--- config.mk ---
export PLATFORM = sky130hd
export DESIGN_NAME = enemy_sprite_renderer
export DESIGN_NICKNAME = d
export VERILOG_FILES = /design/src/rtl/enemy_sprite_renderer.sv
export SDC_FILE = /design/constraint.sdc
export NUM_CORES = 1
export LEC_CHECK = 0
export ABC_AREA = 0
export BUFFER_PORTS_ARGS = -buffer_cell sky130_fd_sc_hd__buf_2
export CAP_MARGIN = 15
export CORE_MARGIN = 2
export CORE_UTILIZATION = 45
export CTS_BUF_LIST = sky130_fd_sc_hd__clkbuf_4 sky130_fd_sc_hd__clkbuf_8
export DETAILED_ROUTE_END_ITERATION = 12
export PLACE_DENSITY = 0.68
export SYNTH_ARGS = -nofsm -noshare
export SYNTH_HDL_FRONTEND = slang
export SYNTH_SLANG_ARGS = --single-unit
--- constraint.sdc ---
create_clock -name clk -period 8.7 [get_ports clk]
set_input_delay 0.87 -clock clk [delete_from_list [all_inputs] [get_ports clk]]
set_output_delay 0.87 -clock clk [all_outputs]
set_load 0.005 [all_outputs]
--- src/rtl/enemy_sprite_renderer.sv ---
// Enemy sprite renderer: erases the box at its last drawn position, then draws it at the
// newly latched position and colour, one pixel per clock, clipped to the visible screen.
module enemy_sprite_renderer #(
    parameter int unsigned SIZE      = 10,
    parameter int unsigned SCREEN_W  = 160,
    parameter int unsigned SCREEN_H  = 120,
    parameter logic [2:0]  BG_COLOUR = 3'b000
) (
    input  logic       clk,
    input  logic       reset,
    input  logic       start,
    input  logic       drawEn,
    input  logic [7:0] enemyX,
    input  logic [6:0] enemyY,
    input  logic [2:0] colourIn,
    output logic [7:0] vgaX,
    output logic [6:0] vgaY,
    output logic [2:0] vgaColour,
    output logic       plot,
    output logic       busy,
    output logic       done
);

    localparam int unsigned CW = (SIZE > 1) ? $clog2(SIZE) : 1;
    localparam logic [CW-1:0] LastIdx = CW'(SIZE - 1);

    typedef enum logic [1:0] {StIdle, StErase, StDraw, StDone} state_e;

    state_e        state_q, state_d;
    logic [CW-1:0] cx_q, cx_d, cy_q, cy_d;
    logic [7:0]    new_x_q, new_x_d, prev_x_q, prev_x_d;
    logic [6:0]    new_y_q, new_y_d, prev_y_q, prev_y_d;
    logic [2:0]    new_col_q, new_col_d;
    logic          new_draw_en_q, new_draw_en_d;
    logic          prev_valid_q, prev_valid_d;

    logic [7:0] base_x;
    logic [6:0] base_y;
    logic [8:0] sum_x;
    logic [7:0] sum_y;
    logic       active, in_bounds;

    always_ff @(posedge clk) begin
        if (reset) begin
            state_q       <= StIdle;
            cx_q          <= '0;
            cy_q          <= '0;
            new_x_q       <= '0;
            new_y_q       <= '0;
            new_col_q     <= '0;
            new_draw_en_q <= 1'b0;
            prev_x_q      <= '0;
            prev_y_q      <= '0;
            prev_valid_q  <= 1'b0;
        end else begin
            state_q       <= state_d;
            cx_q          <= cx_d;
            cy_q          <= cy_d;
            new_x_q       <= new_x_d;
            new_y_q       <= new_y_d;
            new_col_q     <= new_col_d;
            new_draw_en_q <= new_draw_en_d;
            prev_x_q      <= prev_x_d;
            prev_y_q      <= prev_y_d;
            prev_valid_q  <= prev_valid_d;
        end
    end

    always_comb begin
        state_d       = state_q;
        cx_d          = cx_q;
        cy_d          = cy_q;
        new_x_d       = new_x_q;
        new_y_d       = new_y_q;
        new_col_d     = new_col_q;
        new_draw_en_d = new_draw_en_q;
        prev_x_d      = prev_x_q;
        prev_y_d      = prev_y_q;
        prev_valid_d  = prev_valid_q;
        unique case (state_q)
            StIdle: begin
                if (start) begin
                    new_x_d       = enemyX;
                    new_y_d       = enemyY;
                    new_col_d     = colourIn;
                    new_draw_en_d = drawEn;
                    cx_d          = '0;
                    cy_d          = '0;
                    if (prev_valid_q) state_d = StErase;
                    else if (drawEn)  state_d = StDraw;
                    else              state_d = StDone;
                end
            end
            StErase, StDraw: begin
                // x scans fastest; every pixel takes a cycle even when clipped
                if (cx_q == LastIdx) begin
                    cx_d = '0;
                    if (cy_q == LastIdx) begin
                        cy_d    = '0;
                        state_d = (state_q == StErase && new_draw_en_q) ? StDraw : StDone;
                    end else begin
                        cy_d = cy_q + 1'b1;
                    end
                end else begin
                    cx_d = cx_q + 1'b1;
                end
            end
            StDone: begin
                if (new_draw_en_q) begin
                    prev_x_d     = new_x_q;
                    prev_y_d     = new_y_q;
                    prev_valid_d = 1'b1;
                end else begin
                    prev_valid_d = 1'b0;
                end
                state_d = StIdle;
            end
            default: state_d = StIdle;
        endcase
    end

    always_comb begin
        active    = (state_q == StErase) || (state_q == StDraw);
        base_x    = (state_q == StErase) ? prev_x_q : new_x_q;
        base_y    = (state_q == StErase) ? prev_y_q : new_y_q;
        sum_x     = {1'b0, base_x} + 9'(cx_q);
        sum_y     = {1'b0, base_y} + 8'(cy_q);
        in_bounds = (sum_x < 9'(SCREEN_W)) && (sum_y < 8'(SCREEN_H));
        vgaX      = active ? sum_x[7:0] : '0;
        vgaY      = active ? sum_y[6:0] : '0;
        vgaColour = (state_q == StDraw) ? new_col_q : BG_COLOUR;
        plot      = active && in_bounds;
        busy      = (state_q != StIdle);
        done      = (state_q == StDone);
    end

endmodule

# After elaboration in Yosys (flattened, before gate mapping)
# Index checks and enable logic that the tools add are counted.
# Widths: inputs -> output; s select.
totals:
  reg_bits: 45
  latchBits: 0
  mem_bits_rw: 0
  mem_bits_ro: 0
  output_inout_bits: 21
  wordCells: 56
  mem_count: 0
classes:
  addsub: 4
  multipliers: 0
  n_div: 0
  magnitude_cmp: 2
  eq_ne: 8
  n_shift: 0
  n_mux: 19
  n_bitwise: 0
  reduce_logical: 13
op_table:
  columns: ["op", "n"]
  rows:
  - ["$mux 4", 4]
  - ["$mux 8", 2]
  - ["$pmux 4 s2", 2]
  - ["$mux 7", 2]
  - ["$add 8x4->9", 1]
  - ["$lt 9x8->1 const B", 1]
  - ["$add 4x1->4 const B", 2]
  - ["$add 7x4->8", 1]
  - ["$eq 4x4->1 const B", 2]
  - ["$lt 8x7->1 const B", 1]
  - ["$mux 2", 4]
  - ["$ne 2x2->1 const B", 3]
  - ["$pmux 2 s3", 1]
  - ["$reduce_and 2->1", 3]
  - ["$reduce_and 3->1", 2]
  - ["$eq 2x2->1 const B", 2]
  - ["$reduce_bool 2->1", 2]
  - ["$logic_and 1x1->1", 3]
  - ["$mux 1", 3]
  - ["$mux 3", 1]
  - ["$eq 2x1->1 const B", 1]
  - ["$logic_not 2->1", 1]
  - ["$reduce_or 2->1", 1]
  - ["$logic_or 1x1->1", 1]

# Longest topological paths before layout
# Gate-level depths: netlist (run 1).
depth:
  depth_word: 6
  ltp_mapped: 14
  mapped_depth_nobuf: 11

# Worst setup path after synthesis (run 1)
# Ideal clock, no wire load.
synth_timing:
  kind: "reg-to-output"
  from: "reg state_q[1]"
  to: "out plot"
  t_arrival_ns: 2.871
  required_ns: 7.830
  slack_ns: 4.959
  stages_incl_launch_ff: 15
  path_buffers: 3
  path_cell_list: "dfxtp_1 inv_1 ha_1 buf_4 buf_2 buf_2 mux2_2 ha_1 inv_1 fa_1 nand2b_1 a2111oi_4 xnor2_1 a21oi_1 o2111a_1"
synth_between:
  elab_chain_cells: 6
  elab_cells_between_ends: 11
  cone_classes: "add/sub: 2; order compare: 2; eq/ne: 2; mux: 2; reduce/logical: 3"
synth_lines:
  columns: ["element", "line_no", "rtl"]
  rows:
  - ["start: declaration", "29", "state_e state_q, state_d;"]
  - ["start signal: assignment", "45", "state_q <= StIdle;"]
  - ["start signal: assignment", "56", "state_q <= state_d;"]
  - ["$eq 2x1->1", "123, 124, 125", null]
  - ["$mux 8 / $mux 7 (equally long branches)", "124, 125", null]
  - ["$add 8x4->9 / $add 7x4->8 (equally long branches)", "126, 127", null]
  - ["$lt 9x8->1 / $lt 8x7->1 (equally long branches)", "128", "in_bounds = (sum_x < 9'(SCREEN_W)) && (sum_y < 8'(SCREEN_H));"]
  - ["$logic_and 1x1->1", "128", null]
  - ["$logic_and 1x1->1 *", "132", "plot = active && in_bounds;"]
  - ["end: declaration", "19", "output logic plot,"]
# Every way passes the cells marked *; elsewhere a longest branch is shown, timed or not.

# Worst setup path after layout (run 1)
# Same ends and word-level chain as after synthesis.

==> out/metrics.yaml, run 1 <==
status:
  outcome: "finished, final reports clean"
route:
  drc_errors: 0
  dr_total_vias: 2207
  postRouteAntennaNets: 0
  drt_pre_antenna_iters: 4
  drt_iter0_markers: 63
  drt_wl_total_microns: 5620
  viasPerCell: 5.10
  wl_per_cell_microns: 13.0
die:
  ios: 43
  die_w_microns: 79.5
  dieHeight_microns: 79.5
  core-area_sq_um: 5510
  die-area_sq_um: 6320
  initial_utilization: 0.466
  rows: 27
power_and_ir_drop:
  ir_worst_vdd_v: 0.000133
  p_leak_nw: 1.19
  powerDensity_nw_per_um2: 217
timing:
  worstMarginPinSlew_ps: 995
  rsz0062_at_grt: "false"
  slew_headroom: 0.337
  period_share: 0.522
  finalHoldViolCount: 0
  min_period_ps: 4540
  setup_slack_ps: 4160
  skew_ps: 6.55
  drv_slew: 0
  fin_setup_tns_ps: 0
  setup_viol: 0
  max_freq_mhz: 220
worst_setup_path:
  worstSetupStartpoint: "state_q[1]$_SDFFE_PP0P_"
  cp_max_fo: 23
  end_kind: "primary output"
  crit_path_start_kind: "flop"
  critPathKind: "reg2out"
  cp_slowest_cell: "ha_1"
  cp_cell_sequence: "inv_1, ha_1, mux2_2, ha_1, inv_1, fa_1, nand2b_1, a2111oi_4, xnor2_1, a21oi_1, o2111a_1, buf_2"
  rr_startpoint: "state_q[0]$_SDFFE_PP0P_"
  cp_slowest_stage_delay_ps: 830
  required_ps: 7830
  cp.arrival_ps: 3670
synth:
  synth_edf_count: 0
  synthFlopType: "dfxtp_1"
  avgSynthCellArea_sq_um: 7.82
  synth_top_area_frac: 0.351
  syn_inst: 328
  synth_nets: 370
  synth.cell_area_sq_um: 2560
  synthDistinctLibCells: 37
  seq_area_frac_synth: 0.351
  async_flop_share: 0
  synthTopCellsByArea: "dfxtp_1 (35%), nand2_1 (11%), a21oi_1 (9.0%), ha_1 (8.8%), mux2_2 (4.0%)"
  yosysWarnings: 0
  synth_seq_cells: 45
  synth_top_area_cell: "dfxtp_1"
worst_hold_path:
  hp-start: "new_col_q[0]$_SDFFE_PP0P_"
  holdCritPathClass: "reg2reg"
cts:
  cts_root_buffer: "clkbuf_8"
  cts_max_level: 2
  cts_buffer_depth: 2
  clk_latency_ps: 280
  cts_buffers: 5
  clk_transition_reported_paths_ps: 80
  cts_resized: 0
  cts_tree: "built"
  post-cts-setup-buffer-count: 0
  postCtsHoldBufs: 0
  clock-sinks: 45
finish:
  n_fill_cell: 549
  diodes: 0
  final_common_cell: "nand2_1"
  drive_above_1_share: 0.172
  area_growth_pct: 12.5
  nets: 402
  layout_common_cells: "nand2_1 (78), a21oi_1 (46), dfxtp_1 (45)"
place:
  dpl.hpwl_microns: 4160
  routabilityCongestion: 0.837
  numPortBuffers: 42
  place_worst_setup_slack_ps: 4480
global_route:
  grt_max_degree: 43
  grt_pass1_vias: 2091
  antenna_found_initial: 0
  grtUsageTotal: 0.189
  overflow: 0
  grt_pass1_wl_microns: 9540
run:
  cap_viol_max_count: 0
metrics by stage:
stage	area (sq um)	power, mW	cells	utilization	hold slack [ps]
after floorplan	2560	0.434	328	-	432
after global placement	2800	0.497	425	0.508	437
after detailed placement	2800	0.502	425	0.508	444
after CTS	2890	0.632	433	0.524	455
after global routing	2890	0.673	433	0.524	475
final	2890	0.627	433	0.524	452
layout make-up:
type / instances / area (sq um) / area share
Multi-Input combinational cell: 256 / 1560 / 0.539
Timing Repair Buffer: 42 / 210 / 0.0728
Sequential cell: 45 / 901 / 0.312
Clock buffer: 8 / 91.3 / 0.0316
Inverter: 10 / 37.5 / 0.0130
Tap cell: 72 / 90.1 / 0.0312
cell families after synthesis:
| family | share of synthesized area |
|---|---|
| AOI/OAI and AO/OA | 0.164 |
| xor gates and xnor gates | 0.0376 |
| adders and majority gates | 0.103 |
| buffers and inverters | 0.0420 |
| DFF | 0.351 |
| muxes | 0.0683 |
| and+or+nand+nor | 0.234 |
layer usage:
metal / track usage / up-vias / wire, microns
met5: 0 / - / 0
met4: 0.0586 / 0 / 40
met3: 0.0226 / 2 / 216
met2: 0.291 / 42 / 2440
met1: 0.275 / 1001 / 2920
li1: - / 1162 / -
synthesized netlist by cell type, types with 2 or more instances:
| cell type | count |
|---|---|
| nand2b_1 | 4 |
| o21ai_0 | 9 |
| xor2_1 | 5 |
| o21ai_1 | 2 |
| mux2i_1 | 6 |
| nand3_1 | 5 |
| nor2b_1 | 4 |
| ha_1 | 18 |
| buf_2 | 2 |
| a211oi_1 | 4 |
| nor3_1 | 5 |
| nand3b_1 | 5 |
| nand2_1 | 78 |
| dfxtp_1 | 45 |
| mux2_2 | 9 |
| clkbuf_1 | 13 |
| xnor2_1 | 6 |
| inv_1 | 10 |
| nor2_1 | 25 |
| and2_1 | 9 |
| a211o_1 | 2 |
| a21oi_1 | 46 |
| fa_1 | 2 |
worst paths after layout:
kind	slack [ps]	end	cells after the start
hold / removal	450	new_col_q[0]$_SDFFE_PP0P_	2
setup / recovery	4160	plot	12
hold reg to reg	450	new_col_q[0]$_SDFFE_PP0P_	2
setup reg to reg	6600	cx_q[3]$_SDFFE_PP0P_	7
report_power, final:
group / total (mW) / leakage (nW) / switching [mW] / internal (mW)
Combinational: 0.238 / 0.770 / 0.145 / 0.0932
Sequential: 0.259 / 0.366 / 0.0270 / 0.232
Clock: 0.130 / 0.0498 / 0.0633 / 0.0665
Total: 0.627 / 1.19 / 0.235 / 0.392
worst max-delay path, delay by kind of cell (launching register included):
| kind | cells | cell delay, ps |
|---|---|---|
| buffers and inverters | 3 | 310 |
| muxes | 1 | 310 |
| and+or+nand+nor | 1 | 210 |
| adders and majority gates | 3 | 1410 |
| xor gates and xnor gates | 1 | 190 |
| AOI/OAI and AO/OA | 3 | 640 |
| DFF | 1 | 330 |
state kept, by name, summed over array words and instances, names as in the netlist:
register	flops
cx_q	4
cy_q	4
new_col_q	3
new_draw_en_q	1
new_x_q	8
new_y_q	7
prev_valid_q	1
prev_x_q	8
prev_y_q	7
state_q	2
No activity file was read; power rests on OpenSTA's default activity.
==> inputs of run 2 (changes only) <==
- PLACE_DENSITY: 0.68 -> 0.71
- clock period: 8.7 -> 3.9 ns (I/O delays scaled with it)
==> out/metrics.yaml, run 2 (synthesis gave the netlist of run 1 again) <==
cts:
  cts_buffer_depth: 2
  cts_buffers: 5
  postCtsHoldBufs: 0
  cts_max_level: 2
  clk_transition_reported_paths_ps: 90
  cts_root_buffer: "clkbuf_8"
  clock-sinks: 45
  cts_resized: 0
  cts_tree: "built"
  post-cts-setup-buffer-count: 0
  clk_latency_ps: 300
power_and_ir_drop:
  powerDensity_nw_per_um2: 509
  ir_worst_vdd_v: 0.000235
  p_leak_nw: 1.21
timing:
  setup_slack_ps: 470
  setup_viol: 0
  skew_ps: 9.22
  whs_ps: 318
  min_period_ps: 3430
  fin_setup_tns_ps: 0
  period_share: 0.879
  finalHoldViolCount: 0
  slew_headroom: 0.468
  max_freq_mhz: 292
  worstMarginPinSlew_ps: 798
  rsz0062_at_grt: "false"
  drv_slew: 0
die:
  core-area_sq_um: 5510
  die_w_microns: 79.5
  rows: 27
  ios: 43
  dieHeight_microns: 79.5
  initial_utilization: 0.466
  die-area_sq_um: 6320
global_route:
  overflow: 0
  antenna_found_initial: 0
  grt_pass1_wl_microns: 9800
  grtUsageTotal: 0.197
  grt_pass1_vias: 2115
  grt_max_degree: 43
route:
  drt_pre_antenna_iters: 4
  drc_errors: 0
  dr_total_vias: 2217
  drt_wl_total_microns: 5800
  drt_iter0_markers: 85
  postRouteAntennaNets: 0
  wl_per_cell_microns: 13.3
  viasPerCell: 5.10
finish:
  layout_common_cells: "nand2_1 (78), a21oi_1 (46), dfxtp_1 (45)"
  diodes: 0
  finalInstanceArea_sq_um: 2930
  final_common_cell: "nand2_1"
  top_regs: "new_x_q x8, prev_x_q x8"
  drive_above_1_share: 0.176
  nets: 404
  utilization: 0.532
  area_growth_pct: 14.2
status:
  outcome: "finished, final reports clean"
worst_setup_path:
  end_kind: "primary output"
  required_ps: 3510
  cp_max_fo: 10
  rr_startpoint: "state_q[0]$_SDFFE_PP0P_"
  cp.arrival_ps: 3040
  worstSetupStartpoint: "state_q[1]$_SDFFE_PP0P_"
  critPathKind: "reg2out"
  crit_path_start_kind: "flop"
place:
  post_dp_cell_area_sq_um: 2810
  numPortBuffers: 42
  routabilityCongestion: 0.836
  place_worst_setup_slack_ps: 819
  dpl.hpwl_microns: 4300
worst_hold_path:
  holdCritPathClass: "in2reg"
  hp-start: "enemyX[5]"
run:
  cap_viol_max_count: 0
## run 2: changes by cell type in the layout (fill, tap and decap cells not counted)
cell / previous run / this run
bufinv_16: 0 / 1
buf_4: 0 / 2
clkbuf_8: 5 / 6
clkbuf_4: 3 / 1
## run 2: per-layer routing
layer	track usage	part of all wire	routed length, microns
met5	0	0	0
met4	0.0672	0.013	77
met3	0.0283	0.035	202
met2	0.297	0.44	2540
met1	0.286	0.51	2990
## run 2: final timing paths
check,to,slack (ps),depth (start not counted)
worst max register to register,cx_q[3]$_SDFFE_PP0P_,1760,7
worst max-delay path,plot,470,12
worst min register to register,new_col_q[0]$_SDFFE_PP0P_,450,2
worst min-delay path,new_x_q[5]$_SDFFE_PP0P_,320,3
## run 2: cell type report
type / instances / area [sq um]
Inverter: 10 / 37.5
Clock inverter: 1 / 30.0
Multi-Input combinational cell: 256 / 1560
Sequential cell: 45 / 901
Fill cell: 547 / 2580
Clock buffer: 7 / 90.1
Tap cell: 72 / 90.1
Timing Repair Buffer: 44 / 225
## run 2: per-stage QoR
stage	instances	total power, mW
final	435	1.49
after global placement	427	1.12
after CTS	435	1.50
after floorplan	328	0.968
after global routing	435	1.61
after detailed placement	427	1.13
## run 2: power breakdown
| part | total (mW) | leakage (nW) | switching, mW | internal, mW |
|---|---|---|---|---|
| Clock | 0.375 | 0.0619 | 0.159 | 0.216 |
| Combinational | 0.536 | 0.781 | 0.324 | 0.212 |
| Sequential | 0.579 | 0.366 | 0.0615 | 0.518 |
| Total | 1.49 | 1.21 | 0.545 | 0.946 |
## run 2: worst max-delay path, cell delays in order, from the launching register on
cell	delay, ps
dfxtp_1	360
inv_1	90
ha_1	220
buf_4	190
mux2_2	250
inv_1	50
fa_1	430
nand2b_1	220
a2111oi_4	350
xnor2_1	180
a21oi_1	60
o2111a_1	230
buf_2	120
==> inputs of run 3 (changes only) <==
- PLACE_DENSITY: 0.71 -> 0.69
==> out/metrics.yaml, run 3 (synthesis gave the netlist of run 1 again) <==
status:
  outcome: "finished, final reports clean"
cts:
  cts_root_buffer: "clkbuf_8"
  clk_latency_ps: 300
  cts_tree: "built"
  clk_transition_reported_paths_ps: 90
  cts_resized: 0
  cts_max_level: 2
  cts_buffer_depth: 2
  cts_buffers: 5
  postCtsHoldBufs: 0
  clock-sinks: 45
  post-cts-setup-buffer-count: 0
route:
  postRouteAntennaNets: 0
  drt_pre_antenna_iters: 4
  drt_wl_total_microns: 5570
  viasPerCell: 5.17
  drt_iter0_markers: 131
  dr_total_vias: 2251
  wl_per_cell_microns: 12.8
  drc_errors: 0
power_and_ir_drop:
  power_mw: 1.43
  powerDensity_nw_per_um2: 490
  seq_power_share: 0.406
  internal_power_mw: 0.889
  ir_worst_vdd_v: 0.000242
  clock_power_share: 0.220
  switching_power_mw: 0.537
  p_leak_nw: 1.20
  pwr-share-comb: 0.374
  switching_share: 0.376
worst_setup_path:
  cp_cell_sequence: "inv_1, ha_1, mux2_2, ha_1, inv_1, fa_1, nand2b_1, a2111oi_4, xnor2_1, a21oi_1, o2111a_1, buf_2"
  critPathKind: "reg2out"
  cp.arrival_ps: 3230
  reg2reg_slack_ps: 1770
  rr_startpoint: "state_q[0]$_SDFFE_PP0P_"
  cp_max_fo: 9
  cp_slowest_cell: "ha_1"
  reg2reg_to: "cx_q[3]$_SDFFE_PP0P_"
  crit_path_start_kind: "flop"
  cp_slowest_stage_delay_ps: 440
  end_kind: "primary output"
  worstSetupStartpoint: "state_q[1]$_SDFFE_PP0P_"
  rr_worst_depth: 7
  required_ps: 3510
timing:
  worstMarginPinSlew_ps: 770
  drv_slew: 0
  slew_headroom: 0.487
  finalHoldViolCount: 0
  rsz0062_at_grt: "false"
  period_share: 0.928
  min_period_ps: 3620
  fin_setup_tns_ps: 0
  setup_viol: 0
  max_freq_mhz: 276
  skew_ps: 9.27
  whs_ps: 317
finish:
  diodes: 0
  nets: 404
  final_common_cell: "nand2_1"
  utilization: 0.529
  drive_above_1_share: 0.176
  top_regs: "new_x_q x8, prev_x_q x8"
  layout_common_cells: "nand2_1 (78), a21oi_1 (46), dfxtp_1 (45)"
  area_growth_pct: 13.5
die:
  initial_utilization: 0.466
  ios: 43
  dieHeight_microns: 79.5
  die_w_microns: 79.5
  rows: 27
  die-area_sq_um: 6320
  core-area_sq_um: 5510
global_route:
  grtUsageTotal: 0.190
  grt_pass1_wl_microns: 9450
  grt_max_degree: 43
  overflow: 0
  grt_pass1_vias: 2085
  antenna_found_initial: 0
run:
  cap_viol_max_count: 0
place:
  dpl.hpwl_microns: 4150
  numPortBuffers: 42
  routabilityCongestion: 0.940
worst_hold_path:
  holdCritPathClass: "in2reg"
  hold_end: "new_x_q[4]$_SDFFE_PP0P_"
  hold-path-cell-count: 3
  hp-start: "enemyX[4]"
run 3: cell count changes in the layout (fill, tap and decap cells not counted):
cell	previous run	this run
bufinv_16	1	0
clkbuf_4	1	0
clkinv_2	0	1
clkbuf_8	6	7
run 3: per-layer routing:
| layer | global-route usage | up-vias | share of wire | wire [microns] |
|---|---|---|---|---|
| met4 | 0.0672 | 0 | 0.0083 | 46 |
| met2 | 0.291 | 48 | 0.42 | 2340 |
| met5 | 0 | - | 0 | 0 |
| met3 | 0.0317 | 6 | 0.036 | 203 |
| met1 | 0.270 | 1031 | 0.54 | 2980 |
| li1 | - | 1166 | - | - |
run 3: cell type report:
| cell class | count | area [sq um] |
|---|---|---|
| Timing Repair Buffer | 44 | 225 |
| Clock inverter | 1 | 5.00 |
| Fill cell | 560 | 2590 |
| Clock buffer | 7 | 96.3 |
| Sequential cell | 45 | 901 |
| Multi-Input combinational cell | 256 | 1560 |
| Inverter | 10 | 37.5 |
| Tap cell | 72 | 90.1 |
run 3: worst max-delay path, delay by kind of cell, from the launching register on:
kind / cells / cell delay [ps]
fa+ha+maj: 3 / 1000
compound gates: 3 / 660
flops: 1 / 330
buf+inv: 3 / 290
mux: 1 / 240
simple gates: 1 / 220
xor+xnor: 1 / 190
run 3: how the worst max path moves through the flow:
stage | end | slack [ps] | cells past startpoint
2_1_floorplan | plot | 640 | 14
3_3_place_gp | plot | 720 | 12
3_5_place_dp | plot | 610 | 12
4_1_cts | plot | 260 | 12
5_1_grt | plot | 30 | 12
6_report | plot | 280 | 12
run 3: through the flow:
step                      instance area (sq um)  setup slack [ps]  cells
after floorplan                            2560               639    328
after global placement                     2810               721    427
after detailed placement                   2810               609    427
after CTS                                  2910               261    435
after global routing                       2910              33.7    435
final                                      2910               279    435
run 3: power by group through the flow:
stage          clock [mW]  sequential, mW  combinational [mW]
2_1_floorplan           0           0.571               0.396
3_3_place_gp            0           0.586               0.525
3_5_place_dp            0           0.589               0.531
4_1_cts             0.324           0.578               0.535
5_1_grt             0.340           0.590               0.603
6_report            0.314           0.578               0.533
